<file path="config.mk">
export PLATFORM = sky130hd
export DESIGN_NAME = rom_access_arbiter
export DESIGN_NICKNAME = d
export VERILOG_FILES = /design/src/rtl/rom_arb_pkg.sv /design/src/rtl/rr_arbiter.sv /design/src/rtl/rom_access_arbiter.sv
export SDC_FILE = /design/constraint.sdc
export NUM_CORES = 1
export LEC_CHECK = 0
export CAP_MARGIN = 10
export CORE_MARGIN = 2
export CORE_UTILIZATION = 18
export DETAILED_ROUTE_END_ITERATION = 7
export PLACE_DENSITY = 0.81
export SLEW_MARGIN = 0
export SYNTH_ARGS = -nofsm -noshare
export SYNTH_HDL_FRONTEND = slang
export SYNTH_SLANG_ARGS = --single-unit
</file>
<file path="constraint.sdc">
create_clock -name clk_i -period 2.4 [get_ports clk_i]
set_input_delay 0.48 -clock clk_i [delete_from_list [all_inputs] [get_ports clk_i]]
set_output_delay 0.48 -clock clk_i [all_outputs]
set_load 0.05 [all_outputs]
</file>
<file path="src/rtl/rom_arb_pkg.sv">
// Shared types and helpers for the boot-ROM access arbiter: host ids,
// the response-pipeline slot and the byte-address legality check.
package rom_arb_pkg;

    localparam int unsigned MaxHosts = 4;
    localparam int unsigned HostIdW  = 2;

    typedef logic [HostIdW-1:0] host_id_t;

    typedef struct packed {
        logic     valid;
        host_id_t id;
        logic     err;
    } rsp_slot_t;

    // A byte address is readable only if it is word aligned and inside the ROM.
    function automatic logic rom_addr_legal(input logic [31:0] addr, input int unsigned depth);
        return (addr[1:0] == 2'b00) && ({2'b00, addr[31:2]} < depth);
    endfunction

endpackage

</file>
<file path="src/rtl/rr_arbiter.sv">
// Round-robin arbiter: combinational priority scan starting at a registered
// pointer, which advances to just past the most recent winner.
module rr_arbiter #(
    parameter int unsigned N   = 2,
    parameter int unsigned IdW = $clog2(N)
) (
    input  logic           clock,
    input  logic           reset,
    input  logic           enable,
    input  logic [N-1:0]   req,
    output logic [N-1:0]   gnt,
    output logic [IdW-1:0] gnt_id,
    output logic           gnt_any
);

    logic [IdW-1:0] ptr;
    logic [IdW-1:0] cand;

    always_comb begin
        gnt     = '0;
        gnt_id  = '0;
        gnt_any = 1'b0;
        cand    = '0;
        for (int i = 0; i < N; i++) begin
            cand = IdW'((int'(ptr) + i) % N);
            if (enable && !gnt_any && req[cand]) begin
                gnt_any = 1'b1;
                gnt_id  = cand;
            end
        end
        if (gnt_any) begin
            gnt[gnt_id] = 1'b1;
        end
    end

    // Wrap explicitly so non-power-of-two host counts stay in range.
    always_ff @(posedge clock) begin
        if (reset) begin
            ptr <= '0;
        end else if (gnt_any) begin
            ptr <= (gnt_id == IdW'(N - 1)) ? '0 : gnt_id + 1'b1;
        end
    end

endmodule

</file>
<file path="src/rtl/rom_access_arbiter.sv">
// Shares one synchronous single-port boot ROM between several requesters,
// checking each byte address and routing every response back to its issuer.
module rom_access_arbiter
    import rom_arb_pkg::*;
#(
    parameter int unsigned NumHosts   = 2,
    parameter int unsigned Width      = 32,
    parameter int unsigned Depth      = 2048,
    parameter int unsigned Aw         = $clog2(Depth),
    parameter int unsigned RomLatency = 1
) (
    input  logic                  clk_i,
    input  logic                  rst_i,
    input  logic [NumHosts-1:0]   req_i,
    input  logic [NumHosts*32-1:0] addr_i,
    output logic [NumHosts-1:0]   gnt_o,
    output logic [NumHosts-1:0]   rvalid_o,
    output logic [Width-1:0]      rdata_o,
    output logic                  err_o,
    output logic                  rom_cs_o,
    output logic [Aw-1:0]         rom_addr_o,
    input  logic [Width-1:0]      rom_rdata_i,
    input  logic                  rom_dvalid_i,
    output logic                  proto_err_o
);

    localparam int unsigned IdW = $clog2(NumHosts);

    logic [IdW-1:0] gnt_idx;
    logic           gnt_any;
    logic [31:0]    sel_addr;
    logic           addr_ok;
    rsp_slot_t      new_slot;
    rsp_slot_t      head;
    rsp_slot_t      pipe [RomLatency];
    logic           resp_live;
    logic           head_legal;

    rr_arbiter #(
        .N   (NumHosts),
        .IdW (IdW)
    ) u_arb (
        .clock   (clk_i),
        .reset   (rst_i),
        .enable  (~rst_i),
        .req     (req_i),
        .gnt     (gnt_o),
        .gnt_id  (gnt_idx),
        .gnt_any (gnt_any)
    );

    always_comb begin
        sel_addr = '0;
        for (int k = 0; k < NumHosts; k++) begin
            if (gnt_idx == IdW'(k)) begin
                sel_addr = addr_i[32*k +: 32];
            end
        end
    end

    assign addr_ok    = rom_addr_legal(sel_addr, Depth);
    assign rom_cs_o   = gnt_any & addr_ok;
    assign rom_addr_o = rom_cs_o ? sel_addr[Aw+1:2] : '0;

    // Illegal accesses still take a slot so responses stay in grant order.
    always_comb begin
        new_slot       = '0;
        new_slot.valid = gnt_any;
        new_slot.id    = host_id_t'(gnt_idx);
        new_slot.err   = gnt_any & ~addr_ok;
    end

    always_ff @(posedge clk_i) begin
        if (rst_i) begin
            for (int i = 0; i < RomLatency; i++) begin
                pipe[i] <= '0;
            end
        end else begin
            pipe[0] <= new_slot;
            for (int i = 1; i < RomLatency; i++) begin
                pipe[i] <= pipe[i-1];
            end
        end
    end

    assign head       = pipe[RomLatency-1];
    assign resp_live  = head.valid & ~rst_i;
    assign head_legal = resp_live & ~head.err;

    always_comb begin
        rvalid_o = '0;
        for (int k = 0; k < NumHosts; k++) begin
            rvalid_o[k] = resp_live && (head.id == host_id_t'(k));
        end
        err_o   = resp_live & head.err;
        rdata_o = head_legal ? rom_rdata_i : '0;
    end

    // The ROM strobe must track exactly the legal entries leaving the pipeline.
    always_ff @(posedge clk_i) begin
        if (rst_i) begin
            proto_err_o <= 1'b0;
        end else if (head_legal != rom_dvalid_i) begin
            proto_err_o <= 1'b1;
        end
    end

endmodule

</file>
==> impl_results.md <==
- Critical path class: input port to output pin
- Reg clk slew, reported paths: 0.04 ns
- Remaining routing DRC violations: 0
- Fin crit share: 106%
- Syn Std Cell Area: 699 µm²
- Total CTS buffers: 3
- Ys async rst share: 0%
- Routed vias: roughly 1600
- Final setup fails: 12
- Worst slew pin tran: 0.502 ns
- Top_reg_cell synth: dfxtp_1
- CP bufs+invs: 3
- Clock Latency Late Sink: about 0.23 ns
- Rel. slew slack: 66.5%
- Max Cap Viol: 0
- GP Congestion: 0.728
- Sequential cell area fraction in the yosys report: 14.3%
- Max Transition Viols Final: 0
- Core ar.: roughly 0.0037 mm²
- Routed WL: 6.74 mm
- Clock sink count: 5
- Max VDD drop: ~0.17 mV
- Violated checks: setup timing
- Crit-path cells: clkdlybuf4s50_1 -> nor4_2 -> nand4_1 -> buf_4 -> o32ai_4 -> and2_4 -> buf_12
- Synthesis Warnings: 0
- Sequential cell area: 100 µm²
- Status: finished with violations
- Worst Setup Start Kind: input port
- Die area: ~0.0044 mm²
- First-pass GRT wire length: 8.14 mm
- Area occupied by multi-input gates: slightly above 900 µm²
- CP Data Required Time: 1.92 ns
- Share of the synthesized area in the top cell type: between 20% and 30%
- Seq cells post-synth: 5
- Total GRT Usage: roughly a quarter
- 1st-pass router iterations: 4
- Diode count: 0
- Syn nets: between 200 and 250
- H-tree depth: 1
- Hold Path Class: flip-flop to flip-flop
- TritonCTS clock tree: built
- Top delay family on crit path: buffers and inverters
- Commonest cells post-synth: 33 x and2_1, 11 x nand3_1, 11 x nor2_1, 11 x o2bb2ai_1, 7 x nor4_1
- Vias/cell: 4.94
- Initial antenna violation count: 0
- Detailed Route Iter0 Violations: 39
- Die W: about 66 µm
- RSZ-0062 raised after global routing: yes
- DIE HEIGHT: 66.3 µm
- Critical Path Max Stage Delay: 0.45 ns
- Syn_area_per_cell: 6.54 µm²
- Crit end category: output pin
- Fillers: 140
- Root buffer cell: clkbuf_8
- Max Clk Rate: 393 MHz
- HPWL after DPL: 4.16 mm
- Vias in the first global route: 1625
- EDFF count, synth: 0
- Share of post-route cells with drive strength above 1: about 44%
- Lkg Pwr: 1.33 nW
- Final Hold Viols: 0
- Slowest-stage cell, CP: clkdlybuf4s50_1
- Dpl ws: -0.551 ns
- P per Cell Area: 203 mW/mm²
- Crit path time final: about 2.5 ns
- I/O Pins: 151
- Largest net degree at the start of global routing: 34
- Smallest hold slack: 0.466 ns
- Num rows: 22
- Max Root-Sink Buffers: 2
- Synth cell types: 21
- Starting density of the core: 19.0%
- Remaining antenna violation count: 0
- Final layout net count: 379
- WP data arrival: 2.07 ns
- Port bufs: 150
- Count leader, synth: and2_1
- Total gr overflow: 0
- P&R area growth vs syn: 377%
- Hold Buf Count CTS: 0
- Wire per inst: between 20 and 25 µm
- Worst setup margin: -0.146 ns
- Top cells by area, synth: and2_1 30%, dfxtp_1 14%, o2bb2ai_1 14%, nand3_1 7.9%, nor4_1 6.3%
- Cell taking the most area after synthesis: and2_1
- Cell count after synthesis: 107
- Max FO, Critical Path: 2
- Clock Skews: 0.000315 ns
-- sequential cells by signal, summed over array words and instances (netlist names) --
signal,flops
pipe,3
u_arb.ptr,1
proto_err_o,1
-- final timing paths --
check	from	endpoint	slack, ns	cells after the start
max	addr_i[54]	rom_cs_o	-0.15	7
min	proto_err_o	proto_err_o	0.47	2
max reg2reg	u_arb.ptr	pipe[0][0]	0.62	8
min reg2reg	proto_err_o	proto_err_o	0.47	2
-- per-layer routing --
layer | GRT usage, % | routed length, µm | vias to the layer above
li1 | - | - | 715
met1 | 22.0 | 2160 | 753
met2 | 50.4 | 3780 | 124
met3 | 9.20 | 661 | 12
met4 | 10.5 | 131 | 0
met5 | 0 | 0 | -
-- cells in the final DEF (no fill, tap or decap), types with 3 or more instances in the layout --
cell type / count
and2_1: 32
buf_12: 52
buf_2: 9
buf_4: 17
buf_6: 5
clkbuf_8: 3
clkdlybuf4s15_1: 7
clkdlybuf4s50_1: 66
dfxtp_1: 5
dlygate4sd2_1: 9
dlymetal6s2s_1: 6
inv_1: 4
nand3_1: 7
nand3_2: 4
nor2_1: 10
nor4_2: 5
o2bb2ai_4: 11
-- tightest hold or removal path, stage by stage, from the launching register on --
cell     delay, ns
dfxtp_1       0.31
inv_1         0.05
a21oi_1       0.05
-- through the flow --
stage                     area (µm²)  utilization [%]  instances  TNS, ns  total power, W
after floorplan                  772                -        107  -0.0333        0.000203
after global placement          2930             79.4        312    -3.17        0.000475
after detailed placement        2930             79.4        312    -5.02        0.000485
after CTS                       3170             86.1        323  -0.0903        0.000651
after global routing            3330             90.4        325    -1.67        0.000701
final                           3330             90.4        325    -1.11        0.000678
-- layout make-up --
class / count / area share (%)
multi-input cells: 91 / 27.8
inverters: 4 / 0.450
well taps: 48 / 1.80
clock buffers: 4 / 1.35
flip-flops and latches: 5 / 3.00
repair buffers: 173 / 65.6
-- repair_timing --
item                       in CTS  in global routing
gates resized for setup        93                 26
gates cloned                    1                  0
setup buffers                   6                  3
pin swaps                      16                 10
setup endpoints to repair      44                 12
-- where the power goes --
part	internal [W]	switching, W
sequential	0.0000896	0.00000533
clock	0.000115	0.0000549
combinational	0.000236	0.000177
-- cell families after synthesis --
logic type,count (synthesis),share of synthesized area (%)
compound gates,15,17.5
flops,5,14.3
simple gates,75,60.8
buf+inv,11,6.08
xor+xnor,1,1.25
Note: power is estimated with default switching activity, not from simulation.
